## config.mk

```make
export PLATFORM = sky130hd
export DESIGN_NAME = debug_dump_tx
export DESIGN_NICKNAME = d
export VERILOG_FILES = /design/src/rtl/debug_dump_tx.sv
export SDC_FILE = /design/constraint.sdc
export NUM_CORES = 1
export LEC_CHECK = 0
export CELL_PAD_IN_SITES_DETAIL_PLACEMENT = 1
export CELL_PAD_IN_SITES_GLOBAL_PLACEMENT = 1
export CORE_AREA = 2 2 552 554
export CTS_BUF_LIST = sky130_fd_sc_hd__clkbuf_8
export DETAILED_ROUTE_END_ITERATION = 8
export DIE_AREA = 0 0 554 556
export PLACE_DENSITY = 0.38
export SLEW_MARGIN = 15
export SYNTH_ARGS = -nofsm -noshare
export SYNTH_HDL_FRONTEND = slang
export SYNTH_SLANG_ARGS = --single-unit
```

## constraint.sdc

```tcl
create_clock -name i_clk -period 4.75 [get_ports i_clk]
set_clock_uncertainty 0.2 [all_clocks]
set_input_delay 0.95 -clock i_clk [delete_from_list [all_inputs] [get_ports i_clk]]
set_output_delay 0.95 -clock i_clk [all_outputs]
set_load 0.03 [all_outputs]
```

## src/rtl/debug_dump_tx.sv

```systemverilog
// debug_dump_tx: streams a halted-core snapshot (latches, registers, data memory) into the UART TX FIFO.
// Optional trailing XOR checksum byte when DUMP_CHECKSUM_EN is defined.
module debug_dump_tx #(
  parameter int SIZE          = 32,
  parameter int NUM_REGISTERS = 32,
  parameter int IF_ID_SIZE    = 32,
  parameter int ID_EX_SIZE    = 129,
  parameter int EX_MEM_SIZE   = 77,
  parameter int MEM_WB_SIZE   = 71,
  parameter int MEM_WORDS     = 16,
  parameter int ADDR_WIDTH    = 32
) (
  input  logic                          i_clk,
  input  logic                          i_rst,
  input  logic                          i_start,
  input  logic [IF_ID_SIZE-1:0]         i_if_id,
  input  logic [ID_EX_SIZE-1:0]         i_id_ex,
  input  logic [EX_MEM_SIZE-1:0]        i_ex_mem,
  input  logic [MEM_WB_SIZE-1:0]        i_mem_wb,
  input  logic [NUM_REGISTERS*SIZE-1:0] i_registers,
  output logic [ADDR_WIDTH-1:0]         o_mem_addr,
  input  logic [SIZE-1:0]               i_mem_data,
  input  logic                          i_tx_full,
  output logic                          o_tx_wr,
  output logic [7:0]                    o_tx_data,
  output logic                          o_busy,
  output logic                          o_done
);
  localparam int IF_ID_W  = ((IF_ID_SIZE + 7) / 8) * 8;
  localparam int ID_EX_W  = ((ID_EX_SIZE + 7) / 8) * 8;
  localparam int EX_MEM_W = ((EX_MEM_SIZE + 7) / 8) * 8;
  localparam int MEM_WB_W = ((MEM_WB_SIZE + 7) / 8) * 8;
  localparam int LATCH_B  = (IF_ID_W + ID_EX_W + EX_MEM_W + MEM_WB_W) / 8;
  localparam int WB       = SIZE / 8;
  localparam int WB_L     = $clog2(WB);
  localparam int REG_B    = NUM_REGISTERS * WB;
  localparam int MEM_B    = MEM_WORDS * WB;
  localparam int LAT_LAST = LATCH_B;
  localparam int REG_LAST = LAT_LAST + REG_B;
  localparam int MEM_LAST = REG_LAST + MEM_B;
`ifdef DUMP_CHECKSUM_EN
  localparam int FRAME_LEN = MEM_LAST + 2;
`else
  localparam int FRAME_LEN = MEM_LAST + 1;
`endif
  localparam int CW = $clog2(FRAME_LEN + 1);

  typedef enum logic [2:0] {
    IDLE, HDR, LATCH, REGS, MEM_RD, MEM_BYTE,
`ifdef DUMP_CHECKSUM_EN
    CSUM,
`endif
    DONE
  } state_t;

  state_t                state_q;
  logic [LATCH_B*8-1:0]  snap_q, snap_d;
  logic [CW-1:0]         ptr_q, lat_idx, reg_idx;
  logic [WB_L-1:0]       mem_sel;
  logic [SIZE-1:0]       word_q;
  logic                  wait_q, busy_q, done_q, emit, wr;
  logic [ADDR_WIDTH-1:0] addr_q;
  logic [7:0]            lat_byte, reg_byte, mem_byte, tx_data;
`ifdef DUMP_CHECKSUM_EN
  logic [7:0]            csum_q;
`endif

  assign snap_d   = {MEM_WB_W'(i_mem_wb), EX_MEM_W'(i_ex_mem), ID_EX_W'(i_id_ex), IF_ID_W'(i_if_id)};
  // ptr_q counts frame bytes already written, so it is also the index of the byte on offer
  assign lat_idx  = ptr_q - CW'(1);
  assign reg_idx  = ptr_q - CW'(LAT_LAST + 1);
  assign mem_sel  = WB_L'(ptr_q - CW'(REG_LAST + 1));
  assign lat_byte = 8'(snap_q >> {lat_idx, 3'b000});
  assign reg_byte = 8'(i_registers >> {reg_idx, 3'b000});
  assign mem_byte = 8'(word_q >> {mem_sel, 3'b000});

`ifdef DUMP_CHECKSUM_EN
  assign emit    = state_q inside {HDR, LATCH, REGS, MEM_BYTE, CSUM};
  assign tx_data = state_q == HDR      ? 8'hA5 :
                   state_q == LATCH    ? lat_byte :
                   state_q == REGS     ? reg_byte :
                   state_q == MEM_BYTE ? mem_byte :
                   state_q == CSUM     ? csum_q : 8'h00;
`else
  assign emit    = state_q inside {HDR, LATCH, REGS, MEM_BYTE};
  assign tx_data = state_q == HDR      ? 8'hA5 :
                   state_q == LATCH    ? lat_byte :
                   state_q == REGS     ? reg_byte :
                   state_q == MEM_BYTE ? mem_byte : 8'h00;
`endif
  // Gating with i_rst keeps a reset cycle from leaking one last write
  assign wr         = emit && !i_tx_full && !i_rst;
  assign o_tx_wr    = wr;
  assign o_tx_data  = tx_data;
  assign o_busy     = busy_q;
  assign o_done     = done_q;
  assign o_mem_addr = addr_q;

  always_ff @(posedge i_clk) begin
    if (i_rst) begin
      state_q <= IDLE;
      snap_q  <= '0;
      ptr_q   <= '0;
      word_q  <= '0;
      wait_q  <= 1'b0;
      busy_q  <= 1'b0;
      done_q  <= 1'b0;
      addr_q  <= '0;
`ifdef DUMP_CHECKSUM_EN
      csum_q  <= 8'h00;
`endif
    end else begin
      if (wr) begin
        ptr_q  <= ptr_q + CW'(1);
`ifdef DUMP_CHECKSUM_EN
        csum_q <= csum_q ^ tx_data;
`endif
      end
      case (state_q)
        IDLE: if (i_start) begin
          snap_q  <= snap_d;
          ptr_q   <= '0;
          busy_q  <= 1'b1;
          state_q <= HDR;
`ifdef DUMP_CHECKSUM_EN
          csum_q  <= 8'h00;
`endif
        end
        HDR:   if (wr) state_q <= LATCH;
        LATCH: if (wr && ptr_q == CW'(LAT_LAST)) state_q <= REGS;
        REGS:  if (wr && ptr_q == CW'(REG_LAST)) state_q <= MEM_RD;
        MEM_RD: begin
          wait_q <= !wait_q;
          if (wait_q) begin
            word_q  <= i_mem_data;
            state_q <= MEM_BYTE;
          end
        end
        MEM_BYTE: if (wr && &mem_sel) begin
          if (ptr_q == CW'(MEM_LAST)) begin
`ifdef DUMP_CHECKSUM_EN
            state_q <= CSUM;
`else
            state_q <= DONE;
            done_q  <= 1'b1;
            busy_q  <= 1'b0;
            addr_q  <= '0;
`endif
          end else begin
            addr_q  <= addr_q + ADDR_WIDTH'(4);
            state_q <= MEM_RD;
          end
        end
`ifdef DUMP_CHECKSUM_EN
        CSUM: if (wr) begin
          state_q <= DONE;
          done_q  <= 1'b1;
          busy_q  <= 1'b0;
          addr_q  <= '0;
        end
`endif
        DONE: begin
          done_q  <= 1'b0;
          state_q <= IDLE;
        end
        default: state_q <= IDLE;
      endcase
    end
  end
endmodule

```

; Word level (Yosys, flattened, before mapping)
; Cells that the tools add are included.
[classes]
addsub = 5
n_eq_ne = 16
shifts = 3
mux = 23
reduce_logical = 19
[op_table]
columns = op, n
row1 = $shr 1024x11->8, 1
row2 = $shr 319x11->8, 1
row3 = $mux 8, 7
row4 = $add 32x3->32 const B, 1
row5 = $mux 32, 1
row6 = $shr 32x5->8, 1
row7 = $mux 3, 6
row8 = $pmux 3 s6, 1
row9 = $eq 8x8->1 const B, 2
row10 = $eq 3x3->1 const B, 3
row11 = $add 8x1->8 const B, 1
row12 = $eq 8x6->1 const B, 1
row13 = $ne 2x1->1 const B, 4
row14 = $reduce_and 2->1, 4
row15 = $sub 8x1->8 const B, 1
row16 = $sub 8x6->8 const B, 1
row17 = $eq 3x2->1 const B, 2
row18 = $ne 2x2->1 const B, 3
row19 = $reduce_and 6->1, 1
row20 = $logic_and 1x1->1, 5
row21 = $mux 1, 5
row22 = $pmux 1 s2, 2
row23 = $reduce_and 4->1, 1
row24 = $reduce_bool 2->1, 2
row25 = 7 further kinds, 9
[word_totals]
regBits = 387
input_bits = 1369
out_inout_bits = 43
wordCells = 74

; Depth between registers and ports, before layout
; Gate-level depths: netlist of the first run.
[logic_depth]
word_depth = 7
depth_mapped = 17
depth_no_buf = 10

; Worst setup path before layout of the first run
; OpenSTA, ideal clock, no wires.
[synth_timing]
kind = reg2out
startpoint = register ptr_q[0]
endpoint = output o_tx_data[3]
t_arrival_ns = 3.857
required_time_ns = 3.600
setup_slack_ns = -0.257
path_stages_with_launch = 18
path_buffers = 8
cell_sequence = dfxtp_1 -> buf_6 -> buf_6 -> buf_4 -> inv_2 -> buf_1 -> ha_1 -> buf_2 -> buf_4 -> clkbuf_1 -> buf_2 -> mux4_2 -> mux2i_1 -> nor3_1 -> nor3_1 -> o21ai_0 -> o21ai_0 -> nor3_1
[synth_between]
elab_chain_cells = 6
word_cells_on_any_way = 10
cone_classes = add/sub: 3 / shift: 3 / mux: 4
[synth_rtl]
columns = item, line
row1 = "start, declared", 58  ; logic [CW-1:0] ptr_q, lat_idx, reg_idx;
row2 = "start signal, assigned", 114  ; ptr_q <= ptr_q + CW'(1);
row3 = branches (longest 4 deep; another with $sub 8x6->8), --
row4 = $mux 8 (*), 87  ; state_q == LATCH ? lat_byte :
row5 = $mux 8 (*), 86  ; assign tx_data = state_q == HDR ? 8'hA5 :
row6 = "end, declared", 25  ; output logic [7:0] o_tx_data,
; Every way passes the cells marked *.

; Worst setup path after layout of the first run
[layout_timing]
startpoint = register ptr_q[0]
endpoint = output o_tx_data[5]
; Same word-level chain as after synthesis.

==> impl_metrics.py, run 1 <==
metrics = {
    "placed_design": {
        "hpwl_um": 209000,
        "placed_cell_area_um2": 45800,
        "gp_congestion": 0.889,
        "io_buffers": 1409,
    },
    "hold_path": {
        "min_to": "o_busy",
        "min-delay-start": "o_busy",
        "hp-class": "reg2reg",
        "hold_depth": 2,
    },
    "synth": {
        "yosys.area.top_type": "mux4_2",
        "ys_warn_count": 0,
        "synth_top_family_by_area": "multiplexers",
        "ys_seq_area_frac": 0.303,
        "synth_simple_gate_area_share": 0.192,
        "yosys-top-cells-area": "mux4_2, dfxtp_1, nand2_1",
        "yosysTopAreaCellShare": 0.306,
        "postSynthCellCount": 2792,
        "synth_compound_area_frac": 0.112,
        "syn_avg_cell_area_um2": 9.12,
        "synthAdderAreaFrac": 0.00196,
        "synth-edff-count": 0,
        "synthMuxAreaShare": 0.323,
        "synth_seq_cells": 385,
        "synth_cell_types": 76,
        "synth_ff_type": "dfxtp_1",
        "async_reset_ff_frac": 0,
        "synth_area_um2": 25500,
        "synth-xor-area-share": 0.0162,
    },
    "timing": {
        "final.setup.worst_slack_ns": -0.402,
        "hold_ws_ns": 0.251,
        "timing.final.crit_period_ns": 5.15,
        "tightestPinTransition_ns": 1.20,
        "slew_violations": 0,
        "maxSlewHeadroom": 0.200,
        "hold_viol": 0,
        "max_freq_ghz": 0.194,
        "rsz0062_at_grt": "true",
        "setup_violations": 8,
        "period_share": 1.08,
    },
    "worst_setup_path": {
        "rr_endpoint": "o_mem_addr[29]",
        "cp.required_ns": 3.60,
        "rr_worst_depth": 8,
        "end_kind": "output pin",
        "cp-start-kind": "register",
        "crit_type": "reg2out",
        "r2r_start": "state_q[2]",
        "worstPathMaxFanout": 5,
        "r2r_slack_ns": 1.23,
        "cp.arrival_ns": 4.00,
    },
    "die": {
        "die-area_um2": 308000,
        "rows": 202,
        "fp.dieH_um": 556,
        "die_x_um": 554,
        "ios": 1412,
        "coreArea_um2": 302000,
        "start_util": 0.0843,
    },
    "pwr": {
        "seqPwrFrac": 0.200,
        "swShare": 0.426,
        "cellLeakagePower_nw": 16.9,
        "internal_power_mw": 11.7,
        "switching_power_mw": 8.68,
        "vdd_drop_max_mv": 0.200,
        "combPwrFrac": 0.596,
        "p_clk_frac": 0.204,
        "power.density_nw_per_um2": 403,
    },
    "final_layout": {
        "nets": 5745,
        "syn_to_final_growth_pct": 98.5,
        "drive_gt1_frac": 0.221,
        "fin_area_um2": 50600,
    },
    "global_routing": {
        "grt_max_degree": 170,
        "grt_pass1_wl_um": 326000,
        "grt_util_all_layers": 0.160,
        "grt-ovfl-total": 0,
        "gr-usage-met1": 0.179,
        "busiest_layer": "met2",
        "antenna_found_initial": 178,
        "grt.met2_usage": 0.300,
        "grt_pass1_vias": 32269,
        "use_met3": 0.0457,
    },
    "detailed_routing": {
        "drt-pass1-iter-count": 6,
        "drt_iter0_drc": 1287,
        "vias": 29923,
        "drc": 0,
        "vias_per_cell": 3.54,
        "routed_wl_um": 256000,
        "ant_nets": 0,
        "post_drt_wl_per_cell_um": 30.3,
    },
    "cts": {
        "cts_buffers": 89,
        "clockBufferDepth": 3,
        "cts.sinks": 385,
        "htreeDepth": 3,
        "clk_latency_ns": 0.85,
        "cts_tree": "done",
        "root_buffer": "clkbuf_8",
        "clk_pin_slew_ns": 0.05,
    },
    "outcome": {
        "violations": "negative setup slack",
        "status": "finished with violations",
    },
    "job": {
        "cap_violations": 0,
    },
}
==> per-layer routing <==
metal  share of wire  routed length [um]
met5          0.0029                 737
met4           0.017                4450
met3           0.066               16900
met2            0.53              135000
met1            0.39               99200
==> cells by family after synthesis <==
logic type               Yosys count
AO/OA/AOI/OAI                    511
XOR/XNOR                          42
adder cells (fa/ha/maj)            4
buffers and inverters            278
flip-flops                       385
multiplexers                     383
other                              1
AND/OR/NAND/NOR                 1188
==> per-stage QoR <==
| stage | setup slack [ns] | util | instances | TNS [ns] | power [mW] |
|---|---|---|---|---|---|
| 6_report | -0.402 | 0.167 | 8458 | -2.84 | 20.4 |
| 5_1_grt | -0.594 | 0.167 | 8435 | -4.29 | 21.7 |
| 4_1_cts | -0.651 | 0.164 | 8369 | -5.05 | 20.8 |
| 3_5_place_dp | -0.950 | 0.152 | 8133 | -2.17 | 15.0 |
| 3_3_place_gp | -1.06 | 0.152 | 8133 | -2.51 | 15.0 |
| 2_1_floorplan | -0.0296 | - | 2793 | -0.0296 | 8.83 |
==> how the worst max path moves through the flow <==
stage                         from      endpoint  slack, ns  depth (start not counted)
floorplan                 ptr_q[0]  o_tx_data[3]      -0.03                         17
global placement    i_registers[6]  o_tx_data[6]      -1.06                         11
detailed placement  i_registers[6]  o_tx_data[6]      -0.95                         11
CTS                       ptr_q[0]  o_tx_data[5]      -0.65                         16
global route              ptr_q[0]  o_tx_data[5]      -0.59                         16
finish                    ptr_q[0]  o_tx_data[5]      -0.40                         16
==> power by group through the flow <==
| stage | Sequential, mW | Combinational (mW) | Clock (mW) |
|---|---|---|---|
| floorplan | 3.98 | 4.84 | 0 |
| global placement | 4.12 | 10.9 | 0 |
| detailed placement | 4.14 | 10.9 | 0 |
| CTS | 4.07 | 12.3 | 4.43 |
| global route | 4.14 | 13.0 | 4.53 |
| finish | 4.07 | 12.1 | 4.16 |
==> synth_stat cells, drive strengths merged, types with 2 or more instances <==
cell / count
mux4: 349
clkbuf: 154
o22ai: 3
or3: 13
nor2: 63
and4: 2
a41oi: 3
or2: 4
o31a: 4
o31ai: 4
inv: 12
a22oi: 5
mux2: 5
o2111ai: 5
mux2i: 29
xnor2: 19
nand4: 19
a31oi: 20
dfxtp: 385
o221ai: 3
a21oi: 387
o311a: 2
or3b: 2
a311o: 3
a311oi: 22
buf: 111
nand3b: 2
and2: 4
nand3: 69
o21ai: 29
a2bb2oi: 2
nor3: 23
nor3b: 2
and3: 28
nand2: 934
nor2b: 11
nand2b: 9
xor2: 23
ha: 4
a221o: 5
o211ai: 4
a221oi: 2
==> placed cells by master, fill, tap and decap left out, drive strengths merged, types with 9 or more instances in the layout <==
cell and n:
clkdlybuf4s50 1399, dfxtp 385, or3 13, xnor2 19, mux2i 29, nand2 934, nor2 63, o21ai 29
inv 48, clkinv 13, buf 346, and3 28, nor2b 11, a31oi 20, a311oi 22, nand3 69
nand2b 9, xor2 23, mux4 349, nand4 19, clkbuf 108, a21oi 387, nor3 23, diode 40
==> timing repair <==
| item | in CTS | in global routing |
|---|---|---|
| setup endpoints to repair | 8 | 8 |
| hold endpoints to repair | 0 | 0 |
| pin swaps | 46 | 43 |
| gates resized for setup | 180 | 108 |
| cloned | 21 | 3 |
| hold buffers | 0 | 0 |
| setup buffers | 60 | 56 |
==> state kept, by name (all words and copies together), names as in the netlist <==
name / count
o_done: 1
state_q: 3
word_q: 32
wait_q: 1
snap_q: 309
o_mem_addr: 30
o_busy: 1
ptr_q: 8
==> cell type report <==
class	count	area (um2)
multi-input cells	2130	17400
clock inverters	54	373
clock buffers	105	1450
repair buffers	1753	18500
well taps	3978	4980
inverters	13	53.8
fillers	35001	251000
flip-flops and latches	385	7710
diodes	40	100
==> worst max-delay path, cell delays in order (launching register included) <==
cell and delay, ns:
dfxtp_4 0.36, inv_4 0.05, ha_4 0.29, buf_12 0.15
buf_16 0.18, buf_8 0.13, buf_6 0.12, mux4_2 0.41
nand2_2 0.10, nand3_2 0.09, nand3_1 0.10, o21ai_1 0.09
nand3_1 0.11, a41oi_2 0.19, buf_6 0.19, or3_4 0.38
buf_12 0.16
No activity file was read; power rests on OpenSTA's default activity.
==> run 2, diff against run 1 <==
==> constraint.sdc (replaced) <==
create_clock -name i_clk -period 4.75 [get_ports i_clk]
set_clock_uncertainty 0.2 [all_clocks]
set_input_delay 1.1875 -clock i_clk [delete_from_list [all_inputs] [get_ports i_clk]]
set_output_delay 1.1875 -clock i_clk [all_outputs]
set_load 0.03 [all_outputs]
==> impl_metrics.py, run 2 (same netlist as run 1, synthesis figures left out) <==
metrics = {
    "global_routing": {
        "antenna_found_initial": 164,
        "grt_pass1_wl_um": 331000,
        "grt_util_all_layers": 0.163,
        "grt_max_degree": 153,
        "grt-ovfl-total": 0,
        "grt_pass1_vias": 32788,
    },
    "final_layout": {
        "largest_reg_flops": 309,
        "final_util": 0.169,
        "final_common_cell": "clkdlybuf4s50_1",
        "drive_gt1_frac": 0.233,
        "final_cell_mix": "clkdlybuf4s50_1, nand2_1, dfxtp_1, a21oi_1, mux4_2",
        "syn_to_final_growth_pct": 101,
        "fin_area_um2": 51100,
        "nets": 5826,
        "fillCellCount": 35010,
        "regMostFlops": "snap_q",
    },
    "timing": {
        "slew_violations": 0,
        "setup_violations": 8,
        "hold_viol": 0,
        "max_freq_ghz": 0.185,
        "maxSlewHeadroom": 0.317,
        "rsz0062_at_grt": "true",
        "timing.final.crit_period_ns": 5.42,
        "final.setup.worst_slack_ns": -0.670,
        "period_share": 1.14,
        "tightestPinTransition_ns": 1.02,
    },
    "cts": {
        "cts_buffers": 86,
        "clk_pin_slew_ns": 0.06,
        "cts_tree": "done",
        "htreeDepth": 3,
        "clockBufferDepth": 3,
        "cts_hold_buf": 0,
        "clk_latency_ns": 0.78,
        "root_buffer": "clkbuf_8",
        "cts.sinks": 385,
    },
    "placed_design": {
        "gp_congestion": 0.925,
        "pre_cts_ws_ns": -1.17,
        "io_buffers": 1409,
        "hpwl_um": 219000,
        "placed_cell_area_um2": 46500,
    },
    "detailed_routing": {
        "routed_wl_um": 261000,
        "post_drt_wl_per_cell_um": 30.5,
        "vias": 30373,
        "drt-pass1-iter-count": 5,
        "ant_nets": 0,
        "vias_per_cell": 3.56,
        "drt_iter0_drc": 1332,
        "drc": 0,
    },
    "die": {
        "coreArea_um2": 302000,
        "ios": 1412,
        "fp.dieH_um": 556,
        "die_x_um": 554,
        "rows": 202,
        "start_util": 0.0843,
        "die-area_um2": 308000,
    },
    "pwr": {
        "cellLeakagePower_nw": 17.3,
        "power.density_nw_per_um2": 395,
        "vdd_drop_max_mv": 0.193,
    },
    "outcome": {
        "violations": "negative setup slack",
        "status": "finished with violations",
    },
    "worst_setup_path": {
        "cp.required_ns": 3.36,
        "cp-start-kind": "register",
        "end_kind": "output pin",
        "crit_type": "reg2out",
        "rr_worst_depth": 8,
        "worstPathMaxFanout": 7,
        "cp.arrival_ns": 4.03,
    },
    "job": {
        "cap_violations": 0,
    },
    "hold_path": {
        "hp-class": "reg2reg",
        "hold_depth": 2,
    },
}
run 2: cell types whose count changed in the layout (fill, tap and decap cells not counted), moves of 5 or more:
cell / before / now
diode_2: 40 / 33
buf_4: 204 / 278
buf_16: 32 / 16
a311oi_1: 11 / 6
a311oi_4: 3 / 9
buf_12: 67 / 87
a21oi_1: 375 / 380
bufbuf_16: 5 / 10
run 2: power breakdown:
part	switching (mW)	total [mW]	internal, mW
combinational	6.32	12.2	5.84
sequential	0.285	4.03	3.75
clock	1.81	3.98	2.17
run 2: metal layers:
| layer | routed length [um] | global-route usage |
|---|---|---|
| met1 | 102000 | 0.184 |
| met2 | 137000 | 0.307 |
| met3 | 15800 | 0.0429 |
| met4 | 4510 | 0.0269 |
| met5 | 583 | 0 |
run 2: final cells by class:
cell class	count	area (um2)	share of cell area
well taps	3978	4980	0.0973
multi-input cells	2130	17300	0.338
inverters	13	53.8	0.00105
repair buffers	1837	19200	0.376
diodes	33	82.6	0.00162
clock inverters	49	312	0.00609
flip-flops and latches	385	7710	0.151
clock buffers	108	1490	0.0291
run 2: repair_timing:
action / CTS / global route
pin swaps: 38 / 33
buffers inserted: 81 / 42
endpoints found under the setup margin: 8 / 8
resized for setup: 190 / 56
gates cloned: 12 / 2
run 2: through the flow:
stage / power [mW] / std cells / setup TNS (ns) / hold WS (ns)
2_1_floorplan: 8.85 / 2793 / 0 / 0.233
3_3_place_gp: 15.1 / 8214 / -5.97 / 0.241
3_5_place_dp: 15.1 / 8214 / -5.89 / 0.245
4_1_cts: 20.6 / 8459 / -6.26 / 0.252
5_1_grt: 21.5 / 8515 / -6.33 / 0.268
6_report: 20.2 / 8533 / -4.76 / 0.246
run 2: critical path: stages, from the launching register on:
cell and delay, ns:
dfxtp_4 0.38, inv_6 0.05, ha_4 0.34, buf_12 0.18, buf_12 0.16, bufbuf_16 0.27
mux4_2 0.41, mux4_2 0.57, a21oi_2 0.19, o22ai_2 0.08, or3_4 0.40, buf_12 0.16
run 2: path summary, 6_finish.rpt:
kind	from	endpoint	slack [ns]
min reg2reg	o_busy	o_busy	0.25
max	ptr_q[0]	o_tx_data[5]	-0.67
min	o_busy	o_busy	0.25
max reg2reg	state_q[0]	o_mem_addr[30]	1.47
